[src/rtl/video_timing_pattern_gen.sv]
// video_timing_pattern_gen
//   Video timing and test-pattern source for the HDMI path. The pixel-clock domain
//   h/v counters drive registered hsync, vsync, data-enable, coordinates and a per-pixel
//   RGB value. The RGB value comes from a selectable pattern: solid, colour bars,
//   checkerboard or grid.
// Ports
//   i_clk          pixel clock
//   i_rst_n        synchronous reset, active-low (has priority over i_en)
//   i_en           1 = advance timing, 0 = freeze counters and all outputs
//   i_mode         pattern select: 0 solid, 1 colour bars, 2 checker, 3 grid
//   i_fg_rgb       foreground colour {R,G,B}, sampled every pixel
//   o_hsync        horizontal sync, active level HS_POL
//   o_vsync        vertical sync, active level VS_POL
//   o_de           data enable, high only inside the active area
//   o_x, o_y       coordinates of the pixel currently on the outputs
//   o_rgb          pixel colour {R,G,B}, zero outside the active area
//   o_line_start   high with every pixel at x==0
//   o_frame_start  high with pixel (0,0)
module video_timing_pattern_gen #(
    parameter int unsigned H_ACTIVE  = 640,
    parameter int unsigned H_FP      = 16,
    parameter int unsigned H_SYNC    = 96,
    parameter int unsigned H_BP      = 48,
    parameter int unsigned V_ACTIVE  = 480,
    parameter int unsigned V_FP      = 10,
    parameter int unsigned V_SYNC    = 2,
    parameter int unsigned V_BP      = 33,
    parameter bit          HS_POL    = 1'b1,
    parameter bit          VS_POL    = 1'b1,
    parameter int unsigned COL_W     = 8,
    parameter int unsigned CNT_W     = 12,
    parameter int unsigned CHK_LOG2  = 4,
    parameter int unsigned GRID_LOG2 = 6
) (
    input  logic                 i_clk,
    input  logic                 i_rst_n,
    input  logic                 i_en,
    input  logic [1:0]           i_mode,
    input  logic [3*COL_W-1:0]   i_fg_rgb,
    output logic                 o_hsync,
    output logic                 o_vsync,
    output logic                 o_de,
    output logic [CNT_W-1:0]     o_x,
    output logic [CNT_W-1:0]     o_y,
    output logic [3*COL_W-1:0]   o_rgb,
    output logic                 o_line_start,
    output logic                 o_frame_start
);

    localparam int unsigned H_TOTAL = H_ACTIVE + H_FP + H_SYNC + H_BP;
    localparam int unsigned V_TOTAL = V_ACTIVE + V_FP + V_SYNC + V_BP;
    // Guard against a zero bar width when H_ACTIVE < 8.
    localparam int unsigned BAR_W   = (H_ACTIVE / 8 == 0) ? 1 : H_ACTIVE / 8;

    localparam logic [CNT_W-1:0] H_ACT_C  = CNT_W'(H_ACTIVE);
    localparam logic [CNT_W-1:0] V_ACT_C  = CNT_W'(V_ACTIVE);
    localparam logic [CNT_W-1:0] H_LAST   = CNT_W'(H_TOTAL - 1);
    localparam logic [CNT_W-1:0] V_LAST   = CNT_W'(V_TOTAL - 1);
    localparam logic [CNT_W-1:0] HS_START = CNT_W'(H_ACTIVE + H_FP);
    localparam logic [CNT_W-1:0] HS_END   = CNT_W'(H_ACTIVE + H_FP + H_SYNC);
    localparam logic [CNT_W-1:0] VS_START = CNT_W'(V_ACTIVE + V_FP);
    localparam logic [CNT_W-1:0] VS_END   = CNT_W'(V_ACTIVE + V_FP + V_SYNC);
    localparam logic [CNT_W-1:0] BAR_LAST = CNT_W'(BAR_W - 1);
    localparam logic [3:0]       BAR_NONE = 4'd8;

    // Timing state: (r_h_cnt, r_v_cnt) is the pixel being decoded this cycle.
    logic [CNT_W-1:0]   r_h_cnt;
    logic [CNT_W-1:0]   r_v_cnt;
    logic [CNT_W-1:0]   r_bar_pix;   // position inside the current colour bar
    logic [3:0]         r_bar_idx;   // bar index 0..7, 8 = past the last full bar
    logic [1:0]         r_mode;

    logic               w_h_wrap;
    logic               w_v_wrap;
    logic               w_first;
    logic [1:0]         w_mode;
    logic               w_de;
    logic               w_hs_act;
    logic               w_vs_act;
    logic [2:0]         w_bar_bits;
    logic [3*COL_W-1:0] w_rgb;

    assign w_h_wrap = (r_h_cnt == H_LAST);
    assign w_v_wrap = (r_v_cnt == V_LAST);
    assign w_first  = (r_h_cnt == '0) && (r_v_cnt == '0);
    // The first pixel of a frame already uses the freshly sampled mode.
    assign w_mode   = w_first ? i_mode : r_mode;
    assign w_de     = (r_h_cnt < H_ACT_C) && (r_v_cnt < V_ACT_C);
    assign w_hs_act = (r_h_cnt >= HS_START) && (r_h_cnt < HS_END);
    assign w_vs_act = (r_v_cnt >= VS_START) && (r_v_cnt < VS_END);

    // {R,G,B} on/off per bar: white, yellow, cyan, green, magenta, red, blue, black.
    always_comb begin
        w_bar_bits = 3'b000;
        case (r_bar_idx)
            4'd0:    w_bar_bits = 3'b111;
            4'd1:    w_bar_bits = 3'b110;
            4'd2:    w_bar_bits = 3'b011;
            4'd3:    w_bar_bits = 3'b010;
            4'd4:    w_bar_bits = 3'b101;
            4'd5:    w_bar_bits = 3'b100;
            4'd6:    w_bar_bits = 3'b001;
            default: w_bar_bits = 3'b000;
        endcase
    end

    always_comb begin
        w_rgb = '0;
        if (w_de) begin
            unique case (w_mode)
                2'd0: w_rgb = i_fg_rgb;
                2'd1: w_rgb = {{COL_W{w_bar_bits[2]}}, {COL_W{w_bar_bits[1]}},
                               {COL_W{w_bar_bits[0]}}};
                2'd2: begin
                    if (!(r_h_cnt[CHK_LOG2] ^ r_v_cnt[CHK_LOG2])) begin
                        w_rgb = i_fg_rgb;
                    end
                end
                2'd3: begin
                    if ((r_h_cnt[GRID_LOG2-1:0] == '0) || (r_v_cnt[GRID_LOG2-1:0] == '0) ||
                        (r_h_cnt == H_ACT_C - 1'b1) || (r_v_cnt == V_ACT_C - 1'b1)) begin
                        w_rgb = i_fg_rgb;
                    end
                end
            endcase
        end
    end

    // Counters, bar sub-counter and mode latch.
    always_ff @(posedge i_clk) begin
        if (!i_rst_n) begin
            r_h_cnt   <= '0;
            r_v_cnt   <= '0;
            r_bar_pix <= '0;
            r_bar_idx <= '0;
            r_mode    <= '0;
        end else if (i_en) begin
            r_mode <= w_mode;
            if (w_h_wrap) begin
                r_h_cnt   <= '0;
                r_v_cnt   <= w_v_wrap ? '0 : r_v_cnt + 1'b1;
                r_bar_pix <= '0;
                r_bar_idx <= '0;
            end else begin
                r_h_cnt <= r_h_cnt + 1'b1;
                if (r_bar_pix == BAR_LAST) begin
                    r_bar_pix <= '0;
                    if (r_bar_idx != BAR_NONE) begin
                        r_bar_idx <= r_bar_idx + 4'd1;
                    end
                end else begin
                    r_bar_pix <= r_bar_pix + 1'b1;
                end
            end
        end
    end

    // Output stage: everything registered from the same counter values.
    always_ff @(posedge i_clk) begin
        if (!i_rst_n) begin
            o_hsync       <= ~HS_POL;
            o_vsync       <= ~VS_POL;
            o_de          <= 1'b0;
            o_x           <= '0;
            o_y           <= '0;
            o_rgb         <= '0;
            o_line_start  <= 1'b0;
            o_frame_start <= 1'b0;
        end else if (i_en) begin
            o_hsync       <= w_hs_act ? HS_POL : ~HS_POL;
            o_vsync       <= w_vs_act ? VS_POL : ~VS_POL;
            o_de          <= w_de;
            o_x           <= r_h_cnt;
            o_y           <= r_v_cnt;
            o_rgb         <= w_rgb;
            o_line_start  <= (r_h_cnt == '0);
            o_frame_start <= w_first;
        end
    end

endmodule

[config.mk]
export PLATFORM = sky130hd
export DESIGN_NAME = video_timing_pattern_gen
export DESIGN_NICKNAME = d
export VERILOG_FILES = /design/src/rtl/video_timing_pattern_gen.sv
export SDC_FILE = /design/constraint.sdc
export NUM_CORES = 1
export LEC_CHECK = 0
export CAP_MARGIN = 20
export CORE_MARGIN = 3
export CORE_UTILIZATION = 30
export DETAILED_ROUTE_END_ITERATION = 8
export PLACE_DENSITY = 0.59
export SETUP_SLACK_MARGIN = 0.3
export SKIP_LAST_GASP = 1
export SLEW_MARGIN = 5
export SYNTH_ARGS = -nofsm -noshare
export SYNTH_HDL_FRONTEND = slang
export SYNTH_SLANG_ARGS = --single-unit
[constraint.sdc]
create_clock -name i_clk -period 6.15 [get_ports i_clk]
set_input_delay 1.23 -clock i_clk [delete_from_list [all_inputs] [get_ports i_clk]]
set_output_delay 1.23 -clock i_clk [all_outputs]
set_load 0.1 [all_outputs]
### Yosys cells after proc, flatten, opt, wreduce, memory -nomap -nowiden

Index checks and enable logic that the tools add are counted.

| word-level totals | value |
|---|---|
| bits in registers | 95 |
| input bits | 29 |
| output and inout bits | 53 |
| word-level logic and storage cells | 71 |

| cells by class | value |
|---|---|
| add/subtract/negate cells | 4 |
| magnitude comparators | 6 |
| equal/unequal tests | 15 |
| mux-type cells | 15 |
| bitwise gates (word level) | 1 |
| reductions and logical operators | 17 |

Operator list:

| operator | number |
|---|---|
| 24-bit case mux with 4 select lines | 1 |
| 24-bit two-way mux | 3 |
| 12-bit two-way mux | 4 |
| 12-bit by 1-bit adder with 12-bit output (second input constant) | 3 |
| 12-bit by 10-bit == test with 1-bit output (second input constant) | 3 |
| 12-bit zero test | 2 |
| 12-bit by 10-bit < comparator with 1-bit output (second input constant) | 2 |
| 12-bit by 9-bit < comparator with 1-bit output (second input constant) | 2 |
| 3-bit case mux with 7 select lines | 1 |
| 12-bit by 7-bit == test with 1-bit output (second input constant) | 1 |
| 12-bit by 9-bit == test with 1-bit output (second input constant) | 1 |
| 4-bit by 3-bit == test with 1-bit output (second input constant) | 3 |
| 12-bit by 10-bit greater-or-equal comparator with 1-bit output (second input constant) | 1 |
| 12-bit by 9-bit greater-or-equal comparator with 1-bit output (second input constant) | 1 |
| 6-bit zero test | 2 |
| 4-bit two-way mux | 3 |
| 4-bit by 2-bit == test with 1-bit output (second input constant) | 2 |
| 4-bit by 1-bit adder with 4-bit output (second input constant) | 1 |
| 2-bit == test (second input constant) | 2 |
| 4-bit by 1-bit == test with 1-bit output (second input constant) | 1 |
| 1-bit logical AND | 4 |
| 4-bit zero test | 1 |
| 4-bit inequality test (second input constant) | 1 |
| 2-bit nonzero test | 2 |
| 8 further kinds | 11 |

### Depth between registers and ports, before layout

Gate-level depths: netlist of the first run.

| logic depth | value |
|---|---|
| depth after elaboration | 7 |
| gate-level depth with buffers | 9 |

### Worst setup path after synthesis of the first run

No wires, ideal clock.

| path | value |
|---|---|
| path type | in2reg |
| from | input i_en |
| to | register r_bar_pix[10] |
| library setup time | 0.128 ns |
| arrival | 2.362 ns |
| path slack | 3.660 ns |
| stages | 6 |
| path buffers | 3 |
| cells stage by stage | clkbuf_1 -> clkbuf_1 -> nand2_1 -> nand2_1 -> clkbuf_1 -> nor2_1 |

RTL lines:

| item | RTL line | RTL |
|---|---|---|
| start: declaration | 37 | `input logic i_en,` |
| end signal: assignment | 152 | `r_bar_pix <= r_bar_pix + 1'b1;` |
| end: declaration | 69 | `logic [CNT_W-1:0] r_bar_pix;` |

### Final worst setup path of the first run

| path | value |
|---|---|
| from | register o_x[4] |
| to | output o_x[4] |

RTL lines:

| item | RTL line | RTL |
|---|---|---|
| start: declaration | 43 | `output logic [CNT_W-1:0] o_x,` |
| start signal: assignment | 173 | `o_x <= r_h_cnt;` |

No word-level cell between the ends.

==> results of run 1 <==
[registers in the layout (all words and copies together), names as in the netlist]
| signal | flops |
|---|---|
| o_x | 12 |
| o_de | 1 |
| r_bar_idx | 4 |
| o_vsync | 1 |
| r_v_cnt | 12 |
| o_rgb | 24 |
| r_mode | 2 |
| o_y | 12 |
| r_bar_pix | 12 |
| o_hsync | 1 |
| o_frame_start | 1 |
| o_line_start | 1 |
| r_h_cnt | 12 |
[per-stage QoR]
step	instance area, um2	setup slack [ns]
global route	5570	2.94
finish	5570	3.06
detailed placement	5260	2.79
floorplan	4310	3.66
global placement	5260	2.82
CTS	5570	3.04
[path summary, 6_finish.rpt]
check | cells past startpoint | slack (ns) | to | startpoint
setup / recovery | 1 | 3.06 | o_x[4] | o_x[4]
hold / removal | 2 | 0.49 | o_y[1] | o_y[1]
setup reg to reg | 8 | 3.38 | o_rgb[21] | r_h_cnt[0]
hold reg to reg | 2 | 0.49 | o_y[1] | o_y[1]
[power groups by stage]
stage	Combinational, mW	Clock [mW]	Sequential (mW)
global route	0.276	0.631	0.652
global placement	0.262	0	0.663
detailed placement	0.264	0	0.664
CTS	0.265	0.607	0.650
finish	0.263	0.589	0.650
floorplan	0.0671	0	0.790
[kinds of logic (layout without fill, tap and decap cells)]
logic type      Yosys count  after routing  share of synthesized area, %
simple gates            235            235                          27.8
mux                      29             29                          6.79
buf+inv                  37            109                          3.34
fa+ha+maj                 9              9                          2.61
flops                    95             95                          44.1
compound gates           56             56                          9.48
xor+xnor                 29             29                          5.89
[final cells by class]
class                           count  area (um2)
Sequential cell                    95        1900
Fill cell                        1427        8410
Clock buffer                       11         243
Timing Repair Buffer               84         828
Tap cell                          180         225
Clock inverter                      4        70.1
Inverter                           10        37.5
Multi-Input combinational cell    358        2270
[per-layer routing]
metal / GRT usage, % / share of wire [%] / vias to the layer above
li1: - / - / 1819
met2: 23.5 / 49 / 77
met3: 3.48 / 4.6 / 11
met1: 16.4 / 45 / 1699
met5: 0 / 0 / -
met4: 4.79 / 1.4 / 0
[cell usage in the layout, fill, tap and decap left out, drive strengths merged, types with 3 or more instances in the layout]
cell type      instances
nor2                  43
nor3b                  4
clkdlybuf4s50         80
xnor2                 10
or4                    5
nor2b                 32
dfxtp                 95
ha                     9
o2111ai                3
mux2i                 27
clkbuf                11
nand2                 76
nor3                   7
nand2b                 4
o21a                   4
a21oi                  9
nor4                   7
a31o                  24
a21boi                 5
buf                    4
or3                    7
and3                   6
xor2                  19
nand3                 14
o21ai                  9
inv                   10
and2                   5
nand4                 12
==> flow_summary.toml, run 1 <==
[synthesis]
ys_warn_count = 0
synthesis.nets = 528
synthArstFlopShare_pct = 0
ys_seq_area_share_pct = 44.1
synth_top_area_share_pct = 44.1
ys_top_cells_by_count = "dfxtp_1 (95), nand2_1 (76), nor2_1 (43)"
avgSynthCellArea_um2 = 8.80
netlist_area_um2 = 4310
ys_ff_latch = 95
synth_edf_count = 0
netlist_instances = 490
netlist_top_cells_area = "dfxtp_1 (44%), nand2_1 (6.6%), mux2i_1 (6.3%)"
ys.flop_type = "dfxtp_1"
yosys.area.top_type = "dfxtp_1"
synth_cell_type_count = 44
yosysMostFrequentCell = "dfxtp_1"

[setup_path]
path_buf_inv = 1
critPathCaptureType = "output pin"
cp_slowest_stage_delay_ns = 1.16
worstPathCellList = "clkdlybuf4s50_1"
worst-path-max-fanout = 2
crit_arrival_ns = 1.86
cp-start-kind = "register"
cpMaxStageDelayCell = "clkdlybuf4s50_1"
crit_required_ns = 4.92
path_delay_family = "buffers and inverters"
critical_path_class = "register to output pin"

[clock_tree]
postCtsSetupBuffers = 0
cts.repair.resized = 0
htree_num_levels = 3
worstSkewPairLatency_ns = 0.35
clkTransAtPathRegs_ns = 0.06
cts_made_buffers = 9
cts_sinks = 95
root_buffer = "clkbuf_16"
cts-hold-fix-buffers = 0
cts_tree = "done"
cts_buffer_depth = 2

[final_layout]
syn2layout_area_growth_pct = 29.2
antenna_cells = 0
final_util_pct = 39.8
stdcell_count = 742
fin_nets = 596
drive_above_1_share_pct = 8.19

[placement]
dpl.cell_count = 727
place.gp.congestion = 0.824
dp_hpwl_mm = 7.67
io_buffers = 81

[sta]
worstMarginPinSlew_ns = 1.01
fin_crit_ns = 3.09
fin_tns_setup_ns = 0
finalMaxSlewViolations = 0
fin_hold_ws_ns = 0.488
finClkSkew_ns = 0.00967
rsz0062_at_grt = "no"
min_period_over_period_pct = 50.2
fmax_ghz = 0.324
setup_viol = 0
hold_violations = 0
slew_headroom_pct = 32.3

[power]
p_switching_uw = 423
internal-power_mw = 1.08
pwr-share-comb_pct = 17.5
clkPwrFrac_pct = 39.2
finalPower_mw = 1.50
powerDensity_nw_per_um2 = 269
seqPwrFrac_pct = 43.3
swShare_pct = 28.2
total_leakage_power_nw = 2.16
ir_drop_mv = 0.141

[grt]
grt_pass1_vias = 3702
grt_max_degree = 32
grt_first_pass_wirelength_mm = 17.8
overflow = 0
track_usage_pct = 13.6
antenna_found_initial = 0

[route]
via_per_inst = 4.86
avgRoutedWirePerCell_um = 14.2
route.final.wire_length_mm = 10.6
drc = 0
dr.first_iter.drc_count = 164
postRouteAntennaNets = 0
firstDrtPassIters = 5
vias = 3606

[floorplanning]
num_rows = 43
start_util_pct = 30.8
die_x_um = 126
die_h_um = 126
pin_count = 82
dieArea_um2 = 15900
core_area_um2 = 14000

[outcome]
run_status = "finished, final reports clean"

[hold_path]
hold_class = "register to register"

[job]
drv_cap = 0
(Power assumes the default switching activity.)
==> run 2: changes to the inputs <==
--- a/config.mk
+++ b/config.mk
@@ -9,7 +9,7 @@
 export CORE_MARGIN = 3
 export CORE_UTILIZATION = 30
 export DETAILED_ROUTE_END_ITERATION = 8
-export PLACE_DENSITY = 0.59
+export PLACE_DENSITY = 0.61
 export SETUP_SLACK_MARGIN = 0.3
 export SKIP_LAST_GASP = 1
 export SLEW_MARGIN = 5
==> constraint.sdc (replaced) <==
create_clock -name i_clk -period 2.7 [get_ports i_clk]
set_input_delay 0.54 -clock i_clk [delete_from_list [all_inputs] [get_ports i_clk]]
set_output_delay 0.54 -clock i_clk [all_outputs]
set_load 0.1 [all_outputs]
==> run 2 against run 1 <==
Net effect:
- setup slack got worse by 2.7 ns
- utilization increased by 0.29 points
- final cell count rose by 2.3%
- combinational power grew 130%
- count of clock-buffer cells in the layout stayed put
- sequential power rose by 130%
- routed wire length up 1.5%
- global-route usage hardly changed
- critical path depth increased by 8
- register-to-register slack lost 3.0 ns
- total power is 120% higher
- via count rose by 2.3%
- critical endpoint is now o_rgb[16]
- critical path type is now register to register
==> flow_summary.toml, run 2 (synthesis gave the netlist of run 1 again) <==
[clock_tree]
htree_num_levels = 3
cts-hold-fix-buffers = 0
worstSkewPairLatency_ns = 0.34
cts_made_buffers = 9
cts_sinks = 95
cts_tree = "done"
clkTransAtPathRegs_ns = 0.07
root_buffer = "clkbuf_16"
cts_buffer_depth = 2

[setup_path]
critPathCaptureType = "register"
critical_path_class = "register to register"
crit_arrival_ns = 2.58
worstPathCellList = "inv_2, ha_1, or4b_4, nor3_4, nand4_1, mux2_2, a21o_1, buf_12, a31o_2"
cp_slowest_stage_delay_ns = 0.51
worst-path-max-fanout = 24
path_buf_inv = 2
crit_required_ns = 2.93
cpMaxStageDelayCell = "or4b_4"
path_delay_family = "simple AND/OR/NAND/NOR gates"
cp-start-kind = "register"

[floorplanning]
die_h_um = 126
pin_count = 82
dieArea_um2 = 15900
start_util_pct = 30.8
core_area_um2 = 14000
num_rows = 43
die_x_um = 126

[power]
ir_drop_mv = 0.346
swShare_pct = 29.4
clkPwrFrac_pct = 38.0
powerDensity_nw_per_um2 = 599
total_leakage_power_nw = 2.35
internal-power_mw = 2.37
pwr-share-comb_pct = 17.9
p_switching_uw = 989
finalPower_mw = 3.36
seqPwrFrac_pct = 44.1

[route]
vias = 3690
dr.first_iter.drc_count = 267
drc = 0
via_per_inst = 4.86
avgRoutedWirePerCell_um = 14.1
route.final.wire_length_mm = 10.7
firstDrtPassIters = 4
postRouteAntennaNets = 0

[sta]
fin_hold_ws_ns = 0.482
min_period_over_period_pct = 87.1
slew_headroom_pct = 42.6
hold_violations = 0
finalMaxSlewViolations = 0
rsz0062_at_grt = "yes"
fmax_ghz = 0.425
fin_tns_setup_ns = 0
fin_crit_ns = 2.35
setup_viol = 0
finClkSkew_ns = 0.00773
worstMarginPinSlew_ns = 0.861

[placement]
place.gp.congestion = 0.897
io_buffers = 81
dp_hpwl_mm = 7.89

[grt]
antenna_found_initial = 0
grt_max_degree = 44
overflow = 0
grt_first_pass_wirelength_mm = 17.8
track_usage_pct = 13.6
grt_pass1_vias = 3565

[final_layout]
nFillCells = 1410
syn2layout_area_growth_pct = 30.1
largest_reg_flops = 24
final_common_cell = "dfxtp_1"
antenna_cells = 0
layout_common_cells = "dfxtp_1 (91), nand2_1 (76), buf_4 (71), nor2_1 (43), nor2b_1 (32)"
drive_above_1_share_pct = 22.1
multiInputGateArea_um2 = 2320
final_util_pct = 40.1
fin_nets = 612
seqCellArea_um2 = 1910
top_register = "o_rgb"

[job]
drv_cap = 0

[outcome]
run_status = "finished, final reports clean"

[hold_path]
hold_class = "register to register"
## run 2: changes by cell type in the layout (fill, tap and decap cells not counted), moves of 4 or more
| cell | delta |
|---|---|
| buf_4 | +68 |
| clkdlybuf4s50_1 | -53 |
| dfxtp_1 | -4 |
| dfxtp_2 | +4 |
## run 2: cell type report
cell class	instances	area share, %
clock buffers	11	4.32
clock inverters	5	1.00
multi-input cells	358	41.3
well taps	180	4.01
repair buffers	100	14.8
inverters	10	0.669
flip-flops and latches	95	34.0
## run 2: power by group through the flow
stage	Sequential [mW]	Combinational, mW	Clock, mW
after global routing	1.49	0.634	1.38
after global placement	1.51	0.595	0
after detailed placement	1.51	0.600	0
after CTS	1.48	0.605	1.31
after floorplan	1.80	0.153	0
final	1.48	0.603	1.28
## run 2: what timing repair did
action / CTS / global route
buffers inserted: 0 / 1
pin swaps: 1 / 5
gates resized for setup: 4 / 11
endpoints found under the setup margin: 25 / 34
## run 2: tightest hold or removal path, cell delays in order (launching register included)
cell and delay (ns):
dfxtp_1 0.31, nand2b_1 0.06, a21boi_0 0.07
## run 2: per-stage QoR
step	setup slack (ns)	cell area [um2]	instances
final	0.349	5610	759
after detailed placement	0.237	5250	742
after CTS	0.308	5570	758
after global routing	0.249	5610	759
after global placement	0.280	5250	742
after floorplan	0.309	4310	490
## run 2: routing by layer
layer	track usage, %	vias to the layer above	wire length (um)
met5	0	-	0
met4	3.97	0	119
met3	3.14	9	435
met2	23.2	74	5300
met1	17.2	1758	4860
li1	-	1849	-
## run 2: final timing paths
kind,endpoint,cells past startpoint,slack (ns),from
min reg2reg,o_y[1],2,0.48,o_y[1]
min,o_y[1],2,0.48,o_y[1]
max reg2reg,o_rgb[16],9,0.35,r_h_cnt[0]
max,o_rgb[16],9,0.35,r_h_cnt[0]
